===== src/rtl/hexload_pkg.sv =====
// Shared types for the HEX loader memory writer: address width, FIFO entry layout
// and the request FSM state encoding.
package hexload_pkg;

  localparam int HEX_ADDR_W  = 22;
  localparam int HEX_ENTRY_W = HEX_ADDR_W + 8;

  typedef struct packed {
    logic [HEX_ADDR_W-1:0] addr;
    logic [7:0]            data;
  } hex_entry_t;

  typedef enum logic [0:0] {
    IDLE = 1'b0,
    REQ  = 1'b1
  } hex_state_e;

endpackage


===== src/rtl/hexload_mem_writer_if.sv =====
// Board memory write port: one byte per req/ack transaction.
interface hexload_mem_writer_if
  import hexload_pkg::*;
#(
  parameter int ADDR_W = HEX_ADDR_W
);

  logic              mem_req;
  logic [ADDR_W-1:0] mem_addr;
  logic [7:0]        mem_data;
  logic              mem_ack;

  modport master (
    output mem_req,
    output mem_addr,
    output mem_data,
    input  mem_ack
  );

  modport slave (
    input  mem_req,
    input  mem_addr,
    input  mem_data,
    output mem_ack
  );

endinterface


===== src/rtl/hexload_fifo.sv =====
// Single-clock FIFO with one extra pointer bit to tell full from empty.
// A push while full is accepted only when a pop happens on the same edge.
module hexload_fifo
  import hexload_pkg::*;
#(
  parameter int DEPTH = 8,
  parameter int WIDTH = HEX_ENTRY_W
) (
  input  logic             clk_i,
  input  logic             rst_n,
  input  logic             push_i,
  input  logic             pop_i,
  input  logic [WIDTH-1:0] data_i,
  output logic [WIDTH-1:0] head_o,
  output logic             full_o,
  output logic             empty_o
);

  localparam int AW    = $clog2(DEPTH);
  localparam int PTR_W = AW + 1;

  logic [WIDTH-1:0] mem_q [DEPTH];
  logic [PTR_W-1:0] wr_ptr_q;
  logic [PTR_W-1:0] rd_ptr_q;
  logic             push_ok_s;
  logic             pop_ok_s;

  assign empty_o   = (wr_ptr_q == rd_ptr_q);
  assign full_o    = (wr_ptr_q[AW] != rd_ptr_q[AW]) &&
                     (wr_ptr_q[AW-1:0] == rd_ptr_q[AW-1:0]);
  assign pop_ok_s  = pop_i & ~empty_o;
  assign push_ok_s = push_i & (~full_o | pop_ok_s);
  assign head_o    = mem_q[rd_ptr_q[AW-1:0]];

  // Pointer update; both wrap naturally through the extra MSB.
  always_ff @(posedge clk_i) begin
    if (!rst_n) begin
      wr_ptr_q <= '0;
      rd_ptr_q <= '0;
    end else begin
      if (push_ok_s) begin
        wr_ptr_q <= wr_ptr_q + PTR_W'(1);
      end
      if (pop_ok_s) begin
        rd_ptr_q <= rd_ptr_q + PTR_W'(1);
      end
    end
  end

  // Storage; when full with a same-edge pop, the written slot is the one being freed.
  always_ff @(posedge clk_i) begin
    if (push_ok_s) begin
      mem_q[wr_ptr_q[AW-1:0]] <= data_i;
    end
  end

endmodule


===== src/rtl/hexload_mem_writer.sv =====
// Buffers parser byte writes in a FIFO and drains them to board memory over req/ack,
// reporting busy, a sticky overflow flag and a count of acknowledged bytes.
module hexload_mem_writer
  import hexload_pkg::*;
#(
  parameter int DEPTH  = 8,
  parameter int ADDR_W = HEX_ADDR_W,
  parameter int CNT_W  = 16
) (
  input  logic                 clk_i,
  input  logic                 rst_n,
  input  logic                 ce_i,
  input  logic                 wr_i,
  input  logic [ADDR_W-1:0]    addr_i,
  input  logic [7:0]           data_i,
  hexload_mem_writer_if.master mem_bus,
  output logic                 busy_o,
  output logic                 overflow_o,
  output logic [CNT_W-1:0]     count_o
);

  localparam int ENTRY_W = ADDR_W + 8;

  logic               push_s;
  logic               pop_s;
  logic               full_s;
  logic               empty_s;
  logic [ENTRY_W-1:0] wr_entry_s;
  logic [ENTRY_W-1:0] head_s;

  hex_state_e         state_q;
  logic               req_q;
  logic [ADDR_W-1:0]  addr_q;
  logic [7:0]         data_q;
  logic               ovf_q;
  logic               ovf_d;
  logic [CNT_W-1:0]   count_q;
  logic [CNT_W-1:0]   count_d;

  assign push_s     = wr_i & ce_i;
  assign pop_s      = (state_q == REQ) & mem_bus.mem_ack;
  assign wr_entry_s = {addr_i, data_i};

  hexload_fifo #(
    .DEPTH (DEPTH),
    .WIDTH (ENTRY_W)
  ) u_fifo (
    .clk_i   (clk_i),
    .rst_n   (rst_n),
    .push_i  (push_s),
    .pop_i   (pop_s),
    .data_i  (wr_entry_s),
    .head_o  (head_s),
    .full_o  (full_s),
    .empty_o (empty_s)
  );

  // Status next state: overflow only when a full FIFO cannot make room this edge.
  always_comb begin
    ovf_d   = ovf_q;
    count_d = count_q;
    if (push_s && full_s && !pop_s) begin
      ovf_d = 1'b1;
    end else begin
      ovf_d = ovf_q;
    end
    if (pop_s) begin
      count_d = count_q + CNT_W'(1);
    end else begin
      count_d = count_q;
    end
  end

  // Status registers.
  always_ff @(posedge clk_i) begin
    if (!rst_n) begin
      ovf_q   <= 1'b0;
      count_q <= '0;
    end else begin
      ovf_q   <= ovf_d;
      count_q <= count_d;
    end
  end

  // Request FSM; the head entry stays in the FIFO until the memory acknowledges it.
  always_ff @(posedge clk_i) begin
    if (!rst_n) begin
      state_q <= IDLE;
      req_q   <= 1'b0;
      addr_q  <= '0;
      data_q  <= '0;
    end else begin
      case (state_q)
        IDLE: begin
          if (!empty_s) begin
            addr_q  <= head_s[ENTRY_W-1:8];
            data_q  <= head_s[7:0];
            req_q   <= 1'b1;
            state_q <= REQ;
          end else begin
            req_q   <= 1'b0;
          end
        end
        REQ: begin
          if (mem_bus.mem_ack) begin
            req_q   <= 1'b0;
            state_q <= IDLE;
          end else begin
            req_q   <= 1'b1;
          end
        end
        default: begin
          req_q   <= 1'b0;
          state_q <= IDLE;
        end
      endcase
    end
  end

  assign mem_bus.mem_req  = req_q;
  assign mem_bus.mem_addr = addr_q;
  assign mem_bus.mem_data = data_q;
  assign busy_o           = ~empty_s | (state_q == REQ);
  assign overflow_o       = ovf_q;
  assign count_o          = count_q;

endmodule

===== src/flat_wrapper.sv =====
// flat-port wrapper written by rule: the top's interface ports become plain ports
module hexload_mem_writer_flat import hexload_pkg::*;
#(
  parameter int DEPTH  = 8,
  parameter int ADDR_W = HEX_ADDR_W,
  parameter int CNT_W  = 16
)
  (clk_i, rst_n, ce_i, wr_i, addr_i, data_i, busy_o, overflow_o, count_o, mem_bus_mem_req, mem_bus_mem_addr, mem_bus_mem_data, mem_bus_mem_ack);
  hexload_mem_writer_if #(.ADDR_W(ADDR_W)) mem_bus_i ();
  input  logic clk_i;
  input  logic rst_n;
  input  logic ce_i;
  input  logic wr_i;
  input  logic [ADDR_W-1:0] addr_i;
  input  logic [7:0] data_i;
  output logic busy_o;
  output logic overflow_o;
  output logic [CNT_W-1:0] count_o;
  output wire logic [$bits(mem_bus_i.mem_req)-1:0] mem_bus_mem_req;
  output wire logic [$bits(mem_bus_i.mem_addr)-1:0] mem_bus_mem_addr;
  output wire logic [$bits(mem_bus_i.mem_data)-1:0] mem_bus_mem_data;
  input wire logic [$bits(mem_bus_i.mem_ack)-1:0] mem_bus_mem_ack;
  assign mem_bus_mem_req = mem_bus_i.mem_req;
  assign mem_bus_mem_addr = mem_bus_i.mem_addr;
  assign mem_bus_mem_data = mem_bus_i.mem_data;
  assign mem_bus_i.mem_ack = mem_bus_mem_ack;
  hexload_mem_writer #(.DEPTH(DEPTH), .ADDR_W(ADDR_W), .CNT_W(CNT_W)) u_core (.clk_i(clk_i), .rst_n(rst_n), .ce_i(ce_i), .wr_i(wr_i), .addr_i(addr_i), .data_i(data_i), .mem_bus(mem_bus_i), .busy_o(busy_o), .overflow_o(overflow_o), .count_o(count_o));
endmodule

===== config.mk =====
export PLATFORM = sky130hd
export DESIGN_NAME = hexload_mem_writer_flat
export DESIGN_NICKNAME = d
export VERILOG_FILES = /design/src/rtl/hexload_pkg.sv /design/src/rtl/hexload_mem_writer_if.sv /design/src/rtl/hexload_fifo.sv /design/src/rtl/hexload_mem_writer.sv /design/src/flat_wrapper.sv
export SDC_FILE = /design/constraint.sdc
export NUM_CORES = 1
export LEC_CHECK = 0
export ABC_AREA = 1
export ABC_CLOCK_PERIOD_IN_PS = 3300
export BUFFER_PORTS_ARGS = -buffer_cell sky130_fd_sc_hd__buf_2
export CORE_MARGIN = 5
export CORE_UTILIZATION = 55
export CTS_CLUSTER_SIZE = 16
export DETAILED_ROUTE_END_ITERATION = 8
export GPL_TIMING_DRIVEN = 1
export HOLD_SLACK_MARGIN = 0.06
export PLACE_DENSITY = 0.78
export REMOVE_ABC_BUFFERS = 1
export SYNTH_ARGS = -nofsm -noshare
export SYNTH_HDL_FRONTEND = slang
export SYNTH_SLANG_ARGS = --single-unit

===== constraint.sdc =====
create_clock -name clk_i -period 3.3 [get_ports clk_i]
set_input_delay 0.825 -clock clk_i [delete_from_list [all_inputs] [get_ports clk_i]]
set_output_delay 0.825 -clock clk_i [all_outputs]
set_load 0.02 [all_outputs]

# Word level (Yosys, flattened, before mapping)
# Memories as Yosys holds them, arrays and structs flattened. A register that Yosys moved wholly into a read port is not among the register bits.
# Index checks and enable logic that the tools add are counted.
op_classes:
  bitwise_logic: 9
  add_sub_neg: 3
  muxes: 5
  n_reduce_logical: 6
  eq_ne: 3
ops:
  columns: ["op", "n"]
  rows:
  - ["adder 16 x 1 -> 16 bit (second input constant)", 1]
  - ["adder 4 x 1 -> 4 bit (second input constant)", 2]
  - ["AND 1 bit", 4]
  - ["== test 4 bit", 1]
  - ["two-way mux 1 bit", 4]
  - ["== test 3 bit", 1]
  - ["logical AND 1 bit", 3]
  - ["NOT 1 bit", 3]
  - ["logical NOT 1 bit", 2]
  - ["OR 1 bit", 2]
  - ["one-hot mux 1 bit (2 select lines)", 1]
  - ["AND reduction 2 bit", 1]
  - ["inequality test 1 bit", 1]
word_totals:
  ff_bits: 26
  memories: 1
  in_bits: 35
  mem_bits_rw: 240
mem_list:
  columns: ["memory", "depth", "width", "read_ports", "rd_ports_with_merged_regs", "wr", "line_no", "rtl"]
  rows:
  - ["u_core.u_fifo.mem_q", 8, 30, 1, 1, 1, "hexload_fifo.sv:22", "logic [WIDTH-1:0] mem_q [DEPTH];"]

# Depth between registers and ports, before layout
depth:
  ltp_word: 7
  mapped_depth: 11
  ltp_nobuf: 10

# Hierarchy
# Synthesis repeated with hierarchy kept, for this count alone.
unflattened:
  hier_cells: 1044
  area_unflattened_um2: 11782.6
modules_own_cells:
  columns: ["mod", "seq_area_each_um2", "cells_each", "area_each_um2", "instances"]
  rows:
  - ["hexload_fifo", 7427.1, 796, 9878.2, 1]
  - ["hexload_mem_writer", 960.9, 248, 1904.3, 1]

# Least setup slack after synthesis
# OpenSTA, ideal clock, no wires.
synth_path:
  path_kind: "input-to-reg"
  startpoint: "input port mem_bus_mem_ack"
  endpoint: "memory u_core.u_fifo.mem_q[0][0] in the netlist's numbering (enable)"
  required_ps: 2883
  setup_ps: 417
  t_arrival_ps: 2593
  slack_ps: 290
  path_buffers: 0
  cell_stages: 6
  path_cell_list: "nand2_2 > nand4_2 > nand2_1 > inv_1 > nand2_1 > nor2_1"
synth_between:
  elab_chain_len: 6
synth_rtl:
  columns: ["element", "line_no", "rtl"]
  rows:
  - ["start: declaration", "flat_wrapper.sv:22", "input wire logic [$bits(mem_bus_i.mem_ack)-1:0] mem_bus_mem_ack;"]
  - ["AND 1 bit", "hexload_mem_writer.sv:41", "assign pop_s = (state_q == REQ) & mem_bus.mem_ack;"]
  - ["AND 1 bit", "hexload_fifo.sv:31", "assign pop_ok_s = pop_i & ~empty_o;"]
  - ["OR 1 bit", "hexload_fifo.sv:32", "assign push_ok_s = push_i & (~full_o | pop_ok_s);"]
  - ["AND 1 bit", "hexload_fifo.sv:32", null]
  - ["two-way mux 1 bit", "hexload_fifo.sv:52", "if (push_ok_s) begin"]
  - ["two-way mux 1 bit (implied by the code)", "hexload_fifo.sv:53", "mem_q[wr_ptr_q[AW-1:0]] <= data_i;"]
  - ["end: declaration", "hexload_fifo.sv:22", null]
# Every way passes these cells.

# Worst setup path after layout
layout_path:
  startpoint: "register u_core.u_fifo.wr_ptr_q[1]"
  endpoint: "output port busy_o"
layout_between:
  elab_chain_len: 3
layout_rtl:
  columns: ["element", "line_no", "rtl"]
  rows:
  - ["start: declaration", "hexload_fifo.sv:23", "logic [PTR_W-1:0] wr_ptr_q;"]
  - ["start signal: assignment", "hexload_fifo.sv:42", "wr_ptr_q <= wr_ptr_q + PTR_W'(1);"]
  - ["== test 4 bit", "hexload_fifo.sv:28", "assign empty_o = (wr_ptr_q == rd_ptr_q);"]
  - ["NOT 1 bit", "hexload_mem_writer.sv:123", "assign busy_o = ~empty_s | (state_q == REQ);"]
  - ["OR 1 bit", "hexload_mem_writer.sv:123", null]
  - ["end: declaration", "flat_wrapper.sv:16", "output logic busy_o;"]
# Every way passes these cells.

==> impl_metrics.yaml <==
run_status:
  status: "completed"
placement:
  preCtsSetupSlack_ns: 0.631
  port_buffers: 83
  dp_cells: 1422
  place_congestion: 0.786
  post-dp-hpwl_um: 14500
floorplan:
  die_x_um: 157
  ios: 84
  initial_core_util_pct: 56.2
  die_area_mm2: 0.0246
  coreArea_mm2: 0.0211
  num_rows: 53
  fp.dieH_um: 157
setup_path:
  crit_chain: "inv_1, nand2_1, nand2_1, nor2_4, nand3b_4, or2_1, buf_2"
  crit_family: "simple AND/OR/NAND/NOR gates"
  critPathLaunch: "u_core.u_fifo.wr_ptr_q[1]$_SDFFE_PN0P_"
  crit_slowest_cell: "dfxtp_1"
  r2r_end: "u_core.u_fifo.mem_q[0][25]$_DFFE_PP_"
  rr_startpoint: "u_core.u_fifo.wr_ptr_q[2]$_SDFFE_PN0P_"
  timing.critical_path.from_type: "register"
  critPathMaxStageDelay_ns: 0.41
  cp.arrival_ns: 1.95
  worst_path_most_repeated_cell: "nand2_1"
  r2r_slack_ns: 0.98
  reg2reg_depth: 7
  cp_num_buf_inv: 2
  crit_type: "register to primary output"
  crit_path_max_fanout: 7
  endpoint_kind: "primary output"
  cp.required_ns: 2.47
sta:
  worst_pin_slew_ns: 1.33
  setup_viol: 0
  max_slew_margin_pct: 11.1
  holdWs_ns: 0.458
  min_period_ns: 2.77
  fin_tns_setup_ns: 0
  max_freq_mhz: 361
  timing.final.crit_share_pct: 84.0
  slew_viol_final: 0
  setup_slack_ns: 0.530
  rsz0062_at_grt: "no"
  fin_skew_ns: 0.00893
  hold_viol_final: 0
finish:
  regArea_mm2: 0.00833
  fillers: 1615
  final_nets: 1216
  drive_gt1_share_pct: 13.1
  final_cells: 1475
  area_growth_pct: 13.2
  insertedDiodeCount: 0
  multi_input_area_mm2: 0.00299
  fin_util_pct: 63.6
synthesis:
  yosysUniqueCellTypes: 27
  synth_most_common_cell: "nor2_1"
  synth_enable_flop_cells: 240
  synthTopCellsByArea: "edfxtp_1 (61%), dfxtp_1 (9.5%), nor2_1 (7.6%), o21ai_0 (6.5%), nand2_1 (6.2%)"
  netlist_area_mm2: 0.0118
  synth_top_area_cell: "edfxtp_1"
  synth_commonest_cells: "nor2_1 (241), edfxtp_1 (240), nand2_1 (196)"
  ys_seq_elements: 296
  avgSynthCellArea_um2: 10.8
  async_flop_share_pct: 0
  synth-main-ff-cell: "edfxtp_1"
  synth_top_area_share_pct: 60.8
  syn_inst: 1101
  seq_area_frac_synth_pct: 70.3
  ys_warn_count: 0
cts:
  cts.repair_timing.setup_buffer_count: 0
  cts_root_buf: "clkbuf_16"
  clock-sinks: 296
  cts_hold_buf: 0
  path_clk_slew_ns: 0.06
  cts_buffers: 29
  cts_tree: "yes"
  clk_path_buf_depth: 3
  htreeDepth: 1
  insertion_delay_ns: 0.54
  ctsResizeCount: 0
route:
  drc: 0
  via_per_inst: 5.41
  vias: 7985
  drtIter0Drc: 739
  wl_per_cell_um: 17.0
  drtAntennaViolNets: 0
  drt_pass1_iterations: 6
  totalWireLength_um: 25100
power_and_ir_drop:
  power_leakage_nw: 5.13
  ir_drop_v: 0.000478
  powerDensity_mw_per_mm2: 595
worst_hold_path:
  hold_depth: 2
  hold_path_startpoint: "u_core.overflow_o$_SDFFE_PN0P_"
  min_path_type: "register to register"
  min_to: "u_core.overflow_o$_SDFFE_PN0P_"
global_routing:
  grt_pass1_wl_um: 40600
  grt-ovfl-total: 0
  grt_use_total_pct: 20.5
  first_global_vias: 7857
  grt_start_max_net_pins: 122
  antenna_found_initial: 0
job:
  maxCapViolCount: 0
per-layer routing:
metal  GRT usage (%)  wire [um]  vias up
li1                -          -     3876
met4            5.25        466        0
met1            28.2      10900     3819
met2            35.2      12400      248
met5               0          0        -
met3            2.54       1310       42
sequential cells by signal (all words and copies together), names as in the netlist:
signal                   count
u_core.overflow_o            1
u_core.mem_bus.mem_data      8
u_core.mem_bus.mem_addr     22
u_core.state_q               1
u_core.u_fifo.rd_ptr_q       4
u_core.count_o              16
u_core.u_fifo.mem_q        240
u_core.u_fifo.wr_ptr_q       4
report_power, final:
part / internal, W / switching [W] / total (W)
registers: 0.00414 / 0.0000455 / 0.00419
logic: 0.000212 / 0.000487 / 0.000699
clock network: 0.00179 / 0.00130 / 0.00310
cells in the final DEF (no fill, tap or decap), drive strengths merged, types with 2 or more instances in the layout:
master	n
ha	3
a21oi	16
o22ai	30
nand3	16
nor3	3
xor2	3
xnor2	2
clkbuf	46
edfxtp	240
dfxtp	56
nor2	242
o21ai	162
nand2	198
clkinv	5
inv	69
buf	104
how the worst max path moves through the flow:
stage / to / depth (start not counted) / slack [ns]
global placement: u_core.u_fifo.mem_q[0][16]$_DFFE_PP_ / 8 / 0.71
CTS: busy_o / 7 / 0.51
global route: busy_o / 7 / 0.41
finish: busy_o / 7 / 0.53
floorplan: busy_o / 6 / -1.78
detailed placement: u_core.u_fifo.mem_q[0][27]$_DFFE_PP_ / 8 / 0.63
final cells by class:
cell class	instances	area share, %
Clock buffer	46	6.18
Tap cell	275	2.57
Inverter	68	1.90
Clock inverter	7	0.457
Sequential cell	296	62.1
Multi-Input combinational cell	679	22.3
Timing Repair Buffer	104	4.46
cells by family after synthesis:
kind of cell,after synthesis,share of synthesized area [%]
xor+xnor,5,0.370
compound gates,209,9.17
flops,296,70.3
buf+inv,126,4.61
simple gates,462,15.2
fa+ha+maj,3,0.317
worst register-to-register path: stages (launching register included):
cell and delay (ns):
dfxtp_1 0.46, xnor2_1 0.20, nand4_2 0.20, nand2_1 0.09, inv_1 0.12, nand2_1 0.19, nor2_4 0.52, buf_12 0.25
metrics by stage:
stage / area [um2] / total power [W]
global route: 13400 / 0.00831
CTS: 13400 / 0.00803
global placement: 12500 / 0.00495
floorplan: 11600 / 0.00471
detailed placement: 12500 / 0.00497
finish: 13400 / 0.00798
Power figures use the tool's default switching activity.
